File: config.mk
export PLATFORM = sky130hd
export DESIGN_NAME = rd53_cmd_encoder
export DESIGN_NICKNAME = d
export VERILOG_FILES = /design/src/rtl/rd53_cmd_pkg.sv /design/src/rtl/rd53_cmd_ser.sv /design/src/rtl/rd53_cmd_encoder.sv
export SDC_FILE = /design/constraint.sdc
export NUM_CORES = 1
export LEC_CHECK = 0
export CORE_MARGIN = 8
export CORE_UTILIZATION = 40
export CTS_CLUSTER_SIZE = 10
export DETAILED_ROUTE_END_ITERATION = 10
export SLEW_MARGIN = 0
export SYNTH_ARGS = -nofsm -noshare
export SYNTH_HDL_FRONTEND = slang
export SYNTH_HIERARCHICAL = 1
export SYNTH_SLANG_ARGS = --single-unit
File: constraint.sdc
create_clock -name CMD_CLK -period 7.3 [get_ports CMD_CLK]
set_clock_uncertainty 0.1 [all_clocks]
set_input_delay 1.095 -clock CMD_CLK [delete_from_list [all_inputs] [get_ports CMD_CLK]]
set_output_delay 1.095 -clock CMD_CLK [all_outputs]
set_load 0.01 [all_outputs]
File: src/rtl/rd53_cmd_pkg.sv
// Shared types and constants for the RD53A command encoder.
package rd53_cmd_pkg;

    typedef logic [15:0] cmd_frame_t;

    localparam cmd_frame_t SYNC_FRAME = 16'h817E;
    localparam cmd_frame_t NOOP_FRAME = 16'h6969;

    // Width of the init-burst and periodic-sync frame counters.
    localparam int unsigned CNT_W = 16;
    localparam logic [CNT_W-1:0] CNT_ZERO = {CNT_W{1'b0}};
    localparam logic [CNT_W-1:0] CNT_ONE  = {{(CNT_W-1){1'b0}}, 1'b1};

    typedef enum logic {
        INIT = 1'b0,
        RUN  = 1'b1
    } enc_state_t;

    // Increment that stops at the given limit.
    function automatic logic [CNT_W-1:0] sat_inc(input logic [CNT_W-1:0] value,
                                                 input logic [CNT_W-1:0] limit);
        logic [CNT_W-1:0] result;
        if (value < limit) begin
            result = value + CNT_ONE;
        end else begin
            result = value;
        end
        return result;
    endfunction

endpackage

File: src/rtl/rd53_cmd_ser.sv
// Frame serializer: 16-bit shift register sent MSB-first, 4-bit bit counter,
// frame boundary decode and a one-cycle FRAME_START marker on bit 15.
module rd53_cmd_ser
    import rd53_cmd_pkg::*;
(
    input  logic       clk,
    input  logic       rst_n,
    input  cmd_frame_t load_frame,
    output logic       boundary,
    output logic       cmd_data,
    output logic       frame_start
);

    cmd_frame_t shift_r;
    logic [3:0] bit_cnt_r;
    logic       frame_start_r;

    // Load a new word on every boundary, otherwise shift left one bit per clock.
    always_ff @(posedge clk or negedge rst_n) begin
        if (!rst_n) begin
            shift_r       <= 16'h0000;
            bit_cnt_r     <= 4'd15;
            frame_start_r <= 1'b0;
        end else if (bit_cnt_r == 4'd15) begin
            shift_r       <= load_frame;
            bit_cnt_r     <= 4'd0;
            frame_start_r <= 1'b1;
        end else begin
            shift_r       <= {shift_r[14:0], 1'b0};
            bit_cnt_r     <= bit_cnt_r + 4'd1;
            frame_start_r <= 1'b0;
        end
    end

    // Bit 0 of the current frame is on the line while the counter is 15,
    // so that same cycle is where the next word gets chosen.
    assign boundary    = (bit_cnt_r == 4'd15);
    assign cmd_data    = shift_r[15];
    assign frame_start = frame_start_r;

endmodule

File: src/rtl/rd53_cmd_encoder.sv
// RD53A command stream encoder: accepts 16-bit frames over valid/ready and
// serializes them, inserting an initial sync burst, periodic re-sync and idle
// fill. Build option RD53_CMD_IDLE_NOOP_EN selects NOOP instead of SYNC as the
// idle frame.
module rd53_cmd_encoder
    import rd53_cmd_pkg::*;
#(
    parameter int unsigned SYNC_INIT   = 32,
    parameter int unsigned SYNC_PERIOD = 32
) (
    input  logic        CMD_CLK,
    input  logic        RESET_B,
    input  logic [15:0] FRAME_DATA,
    input  logic        FRAME_VALID,
    output logic        FRAME_READY,
    output logic        CMD_DATA,
    output logic        FRAME_START,
    output logic        INIT_DONE
);

    localparam logic [CNT_W-1:0] INIT_LIMIT   = CNT_W'(SYNC_INIT);
    localparam logic [CNT_W-1:0] PERIOD_LIMIT = CNT_W'(SYNC_PERIOD);
    localparam logic             PERIOD_EN    = (SYNC_PERIOD != 32'd0);

`ifdef RD53_CMD_IDLE_NOOP_EN
    localparam cmd_frame_t IDLE_FRAME = NOOP_FRAME;
`else
    localparam cmd_frame_t IDLE_FRAME = SYNC_FRAME;
`endif

    enc_state_t       state_r;
    logic [CNT_W-1:0] init_cnt_r;
    logic [CNT_W-1:0] per_cnt_r;
    logic             init_done_r;

    logic             boundary_s;
    logic             run_s;
    logic             sync_due_s;
    cmd_frame_t       load_frame_s;
    logic             load_sync_s;

    // The boundary that follows the last init sync is already a RUN boundary,
    // which lets SYNC_INIT=0 accept a user frame on the very first edge.
    assign run_s       = (state_r == RUN) || (init_cnt_r == INIT_LIMIT);
    assign sync_due_s  = PERIOD_EN && (per_cnt_r == PERIOD_LIMIT);
    // Decoded from state only; FRAME_VALID never feeds FRAME_READY.
    assign FRAME_READY = run_s && boundary_s && !sync_due_s;
    assign INIT_DONE   = init_done_r;

    // Choose the word loaded at the next boundary and flag whether it is a sync.
    always_comb begin
        load_frame_s = SYNC_FRAME;
        load_sync_s  = 1'b1;
        if (!run_s) begin
            load_frame_s = SYNC_FRAME;
            load_sync_s  = 1'b1;
        end else if (sync_due_s) begin
            load_frame_s = SYNC_FRAME;
            load_sync_s  = 1'b1;
        end else if (FRAME_VALID) begin
            load_frame_s = FRAME_DATA;
            load_sync_s  = 1'b0;
        end else begin
            load_frame_s = IDLE_FRAME;
            load_sync_s  = (IDLE_FRAME == SYNC_FRAME);
        end
    end

    // Advance the init burst, periodic-sync counter and state at each boundary.
    always_ff @(posedge CMD_CLK or negedge RESET_B) begin
        if (!RESET_B) begin
            state_r     <= INIT;
            init_cnt_r  <= CNT_ZERO;
            per_cnt_r   <= CNT_ZERO;
            init_done_r <= 1'b0;
        end else if (boundary_s) begin
            if (load_sync_s) begin
                per_cnt_r <= CNT_ZERO;
            end else begin
                per_cnt_r <= sat_inc(per_cnt_r, PERIOD_LIMIT);
            end
            case (state_r)
                INIT: begin
                    if (run_s) begin
                        state_r     <= RUN;
                        init_done_r <= 1'b1;
                    end else begin
                        init_cnt_r <= init_cnt_r + CNT_ONE;
                    end
                end
                RUN: begin
                    state_r <= RUN;
                end
                default: begin
                    state_r <= INIT;
                end
            endcase
        end
    end

    rd53_cmd_ser u_ser (
        .clk         (CMD_CLK),
        .rst_n       (RESET_B),
        .load_frame  (load_frame_s),
        .boundary    (boundary_s),
        .cmd_data    (CMD_DATA),
        .frame_start (FRAME_START)
    );

endmodule

Word-level counts from Yosys, hierarchy flattened
Cells that the tools add are included.
{"block": "totals", "register_bits": 55, "wordCells": 37, "output_inout_bits": 4, "input_bits": 19}
{"block": "op_classes", "eq_ne": 3, "order_cmp": 1, "reduce_logical": 8, "add_sub_neg": 3, "bitwise": 2, "n_mux": 13}
{"op": "16-bit two-way mux", "n": 6}
{"op": "16-bit by 1-bit adder with 16-bit output (second input constant)", "n": 2}
{"op": "16-bit by 6-bit == test with 1-bit output (second input constant)", "n": 2}
{"op": "16-bit by 6-bit < comparator with 1-bit output (second input constant)", "n": 1}
{"op": "3-bit AND reduction", "n": 2}
{"op": "1-bit two-way mux", "n": 5}
{"op": "4-bit by 1-bit adder with 4-bit output (second input constant)", "n": 1}
{"op": "4-bit == test (second input constant)", "n": 1}
{"op": "4-bit two-way mux", "n": 1}
{"op": "1-bit logical AND", "n": 2}
{"op": "1-bit inverter", "n": 2}
{"op": "1-bit one-hot mux with 2 select lines", "n": 1}
{"op": "2-bit AND reduction", "n": 1}
{"op": "2-bit nonzero test", "n": 1}
{"op": "1-bit zero test", "n": 1}
{"op": "1-bit logical OR", "n": 1}

Depth between registers and ports, before layout
{"block": "depth", "word_depth": 5, "mapped_depth": 9, "ltp_nobuf": 6}

Hierarchy
Netlist, hierarchy kept.
{"module": "rd53_cmd_encoder", "instances": 1, "cells_per_inst": 174, "seq_area_each_um2": 850.8, "area_each_um2": 1823.0}
{"module": "rd53_cmd_ser", "instances": 1, "cells_per_inst": 48, "seq_area_each_um2": 530.5, "area_each_um2": 834.6}

Worst setup path before layout
OpenSTA, ideal clock, no wires.
{"block": "synth_timing", "path_kind": "register to output", "startpoint": "reg u_ser.bit_cnt_r[0]", "endpoint": "out FRAME_READY", "path_stages_with_launch": 8, "arrival_time_ps": 1569, "n_path_buf": 3, "required_ps": 6105, "path_slack_ps": 4536, "cell_sequence": "dfstp_2 ha_1 and3_1 buf_6 buf_12 buf_2 o41ai_1 nor2_1"}
{"block": "synth_between", "elab_chain_cells": 3}
{"item": "start: declaration", "line": "rd53_cmd_ser.sv:15", "source": "logic [3:0] bit_cnt_r;"}
{"item": "start signal: assignment", "line": "rd53_cmd_ser.sv:30", "source": "bit_cnt_r <= bit_cnt_r + 4'd1;"}
{"item": "4-bit == test", "line": "rd53_cmd_ser.sv:37", "source": "assign boundary = (bit_cnt_r == 4'd15);"}
{"item": "named net boundary_s", "line": "rd53_cmd_encoder.sv:36", "source": "logic boundary_s;"}
{"item": "1-bit logical AND (2 in a row)", "line": "rd53_cmd_encoder.sv:47", "source": "assign FRAME_READY = run_s && boundary_s && !sync_due_s;"}
{"item": "end: declaration", "line": "rd53_cmd_encoder.sv:15", "source": "output logic FRAME_READY,"}
The timed path passes the listed nets, and every way through them passes these cells.

Final worst setup path
{"block": "layout_timing", "startpoint": "reg per_cnt_r[0]", "endpoint": "out FRAME_READY"}
{"block": "layout_between", "elab_chain_cells": 3}
{"item": "start: declaration", "line": "rd53_cmd_encoder.sv:33", "source": "logic [CNT_W-1:0] per_cnt_r;"}
{"item": "start signal: assignment", "line": "rd53_cmd_encoder.sv:80", "source": "per_cnt_r <= sat_inc(per_cnt_r, PERIOD_LIMIT);"}
{"item": "16-bit by 6-bit == test with 1-bit output", "line": "rd53_cmd_encoder.sv:45", "source": "assign sync_due_s = PERIOD_EN && (per_cnt_r == PERIOD_LIMIT);"}
{"item": "1-bit zero test", "line": "rd53_cmd_encoder.sv:47"}
{"item": "1-bit logical AND", "line": "rd53_cmd_encoder.sv:47"}
No other way between the ends.

==> flow_summary.json <==
{
  "rr_endpoint": "per_cnt_r[0]",
  "fin_crit_ns": 3.644,
  "ys_async_sr_fraction_pct": 100.0,
  "postLayoutCellArea_um2": 3023,
  "cts_setup_buffers": 0,
  "final.setup.tns_ns": 0,
  "syn_to_final_growth_pct": 13.75,
  "ys_types": 49,
  "critPathCaptureType": "primary output",
  "dr_total_vias": 1701,
  "synth-edff-count": 0,
  "grt_max_degree": 49,
  "avgRoutedWirePerCell_um": 15.96,
  "synth_nets": 246,
  "final_common_cell": "dfrtp_1",
  "synthTopCellsByArea": "dfrtp_1, mux2_4, dfstp_2, xor2_1, mux2_2",
  "htree_num_levels": 2,
  "syn_inst": 222,
  "p_leak_nw": 1.403,
  "synth-compound-area-share_pct": 6.874,
  "track_usage_pct": 11.27,
  "cts_buffer_depth": 2,
  "setup_violations": 0,
  "synth_warnings": 6,
  "synth-simple-area-share_pct": 21.23,
  "synth_top_area_cell": "dfrtp_1",
  "worstMarginPinSlew_ns": 1.044,
  "min-delay-start": "INIT_DONE",
  "cp-start-kind": "flip-flop",
  "place_ws_ns": 4.019,
  "multi_input_area_um2": 1160,
  "yosysTopAreaCellShare_pct": 48.02,
  "dpl.cell_count": 312,
  "cts_tree": "built",
  "wirelength_um": 5107,
  "postRouteAntennaNets": 0,
  "cp.required_ns": 6.11,
  "synth_ff_type": "dfrtp_1",
  "grt_overflow": 0,
  "r2r_start": "per_cnt_r[0]",
  "placed_cell_area_um2": 2905,
  "synthAdderAreaFrac_pct": 2.354,
  "drive_above_1_share_pct": 18.52,
  "finalNonFillerCells": 320,
  "fin_crit_sh_pct": 49.91,
  "path_max_fanout": 3,
  "fmax_ghz": 0.2744,
  "grt_pass1_vias": 1764,
  "viasPerCell": 5.316,
  "worstSetupPathType": "flip-flop to primary output",
  "hp-class": "flip-flop to flip-flop",
  "io_pins": 23,
  "antenna_found_initial": 0,
  "hold_viol": 0,
  "r2r_slack_ns": 4.33,
  "cts_hold_buf": 0,
  "dieArea_um2": 9508,
  "insertedDiodeCount": 0,
  "firstDrtPassIters": 5,
  "post-route-drc-count": 0,
  "fin_nets": 266,
  "rsz0062_at_grt": "no",
  "synth_seq_cells": 55,
  "synth_top_family_by_area": "simple AND/OR/NAND/NOR gates",
  "synth_xor_area_share_pct": 5.273,
  "worst_r2r_path_depth": 6,
  "cts.clk_slew.worst_paths_ns": 0.10,
  "hold_depth": 1,
  "mostFrequentLayoutCells": "dfrtp_1, clkdlybuf4s50_1, and3_1, xor2_1, nor4_1",
  "gp_congestion": 0.7443,
  "cts_buffers": 5,
  "clkLatencyLatePin_ns": 0.31,
  "initial_core_util_pct": 41.61,
  "worstPathArrival_ns": 2.45,
  "maxSlewViolCount": 0,
  "ctsResizeCount": 0,
  "total_power_mw": 0.5332,
  "synthMuxAreaShare_pct": 7.910,
  "slew_headroom_pct": 29.81,
  "power_density_nw_per_um2": 176.4,
  "portBuffers": 22,
  "cts.sinks": 55,
  "drv_cap": 0,
  "final.fill_count": 587,
  "root_buffer": "clkbuf_8",
  "dpl.hpwl_um": 3410,
  "status": "finished, final reports clean",
  "ir_drop_uv": 88.65,
  "worstHoldEndpoint": "INIT_DONE",
  "mappedNetlistArea_um2": 2658,
  "seq_area_um2": 1381,
  "setup_slack_ns": 3.656,
  "die_h_um": 97.51,
  "coreArea_um2": 6386,
  "die_x_um": 97.51,
  "grt_pass1_wl_um": 8887,
  "drt_iter0_markers": 55,
  "ys_seq_area_share_pct": 51.98,
  "rows": 29,
  "avgSynthCellArea_um2": 11.97
}
## Yosys cell counts, types with 3 or more instances
cell      number
dfstp_2        4
and3_1        11
xnor2_1        5
nor2_1         7
nand2_1        8
nor3_1         4
inv_1          8
clkbuf_1       3
nand4_1        5
or4_1          3
and2_1         9
xor2_1        11
buf_2          3
o31ai_1        3
nor4_1        10
nand3_1        6
or3_1          9
mux2_4         8
mux2_2         8
dfrtp_1       51
ha_1           5
nor3b_1        3
## cell type report
| cell class | instances | share of cell area [%] |
|---|---|---|
| inverters | 8 | 0.9934 |
| repair buffers | 25 | 7.864 |
| clock buffers | 6 | 2.732 |
| well taps | 77 | 3.187 |
| clock inverters | 2 | 1.159 |
| flip-flops and latches | 55 | 45.70 |
| multi-input cells | 147 | 38.37 |
## routing by layer
layer	GRT usage (%)	vias up	part of all wire, %
met5	0	-	0
met2	15.99	30	44
met4	2.797	0	0.76
li1	-	849	-
met1	15.65	818	51
met3	4.125	4	5.1
## worst max-delay path: stages, from the launching register on
cell             delay, ns
dfrtp_1               0.41
inv_1                 0.10
ha_1                  0.14
or4b_2                0.63
o41ai_1               0.31
nor2_1                0.07
clkdlybuf4s50_1       0.49
## sequential cells by signal, summed over array words and instances (netlist names)
name	flops
per_cnt_r	16
INIT_DONE	1
u_ser/shift_r	16
u_ser/bit_cnt_r	4
u_ser/frame_start	1
init_cnt_r	16
state_r	1
## how the worst max path moves through the flow
stage,startpoint,end,slack [ns]
finish,per_cnt_r[0],FRAME_READY,3.66
global route,per_cnt_r[0],FRAME_READY,3.57
CTS,per_cnt_r[0],FRAME_READY,3.65
detailed placement,per_cnt_r[0],FRAME_READY,4.02
global placement,per_cnt_r[0],FRAME_READY,3.99
floorplan,u_ser/bit_cnt_r[0],FRAME_READY,4.54
## report_power, final
part	switching [mW]	leakage, nW	internal (mW)
registers	0	0.710	0.305
clock network	0.0998	0.0612	0.111
logic	0.00874	0.632	0.00891
total	0.109	1.40	0.425
## logic make-up after synthesis
logic type,count (synthesis)
AOI/OAI and AO/OA,20
adders and majority gates,5
muxes,16
DFF,55
buffers and inverters,20
and+or+nand+nor,90
xor gates and xnor gates,16
## stage by stage
stage | hold WS (ns) | utilization, %
final | 0.3798 | 47.34
after global routing | 0.4005 | 47.34
after CTS | 0.3869 | 47.34
after detailed placement | 0.3645 | 45.49
after global placement | 0.3604 | 45.49
after floorplan | 0.3437 | -
Note: power is estimated with default switching activity, not from simulation.
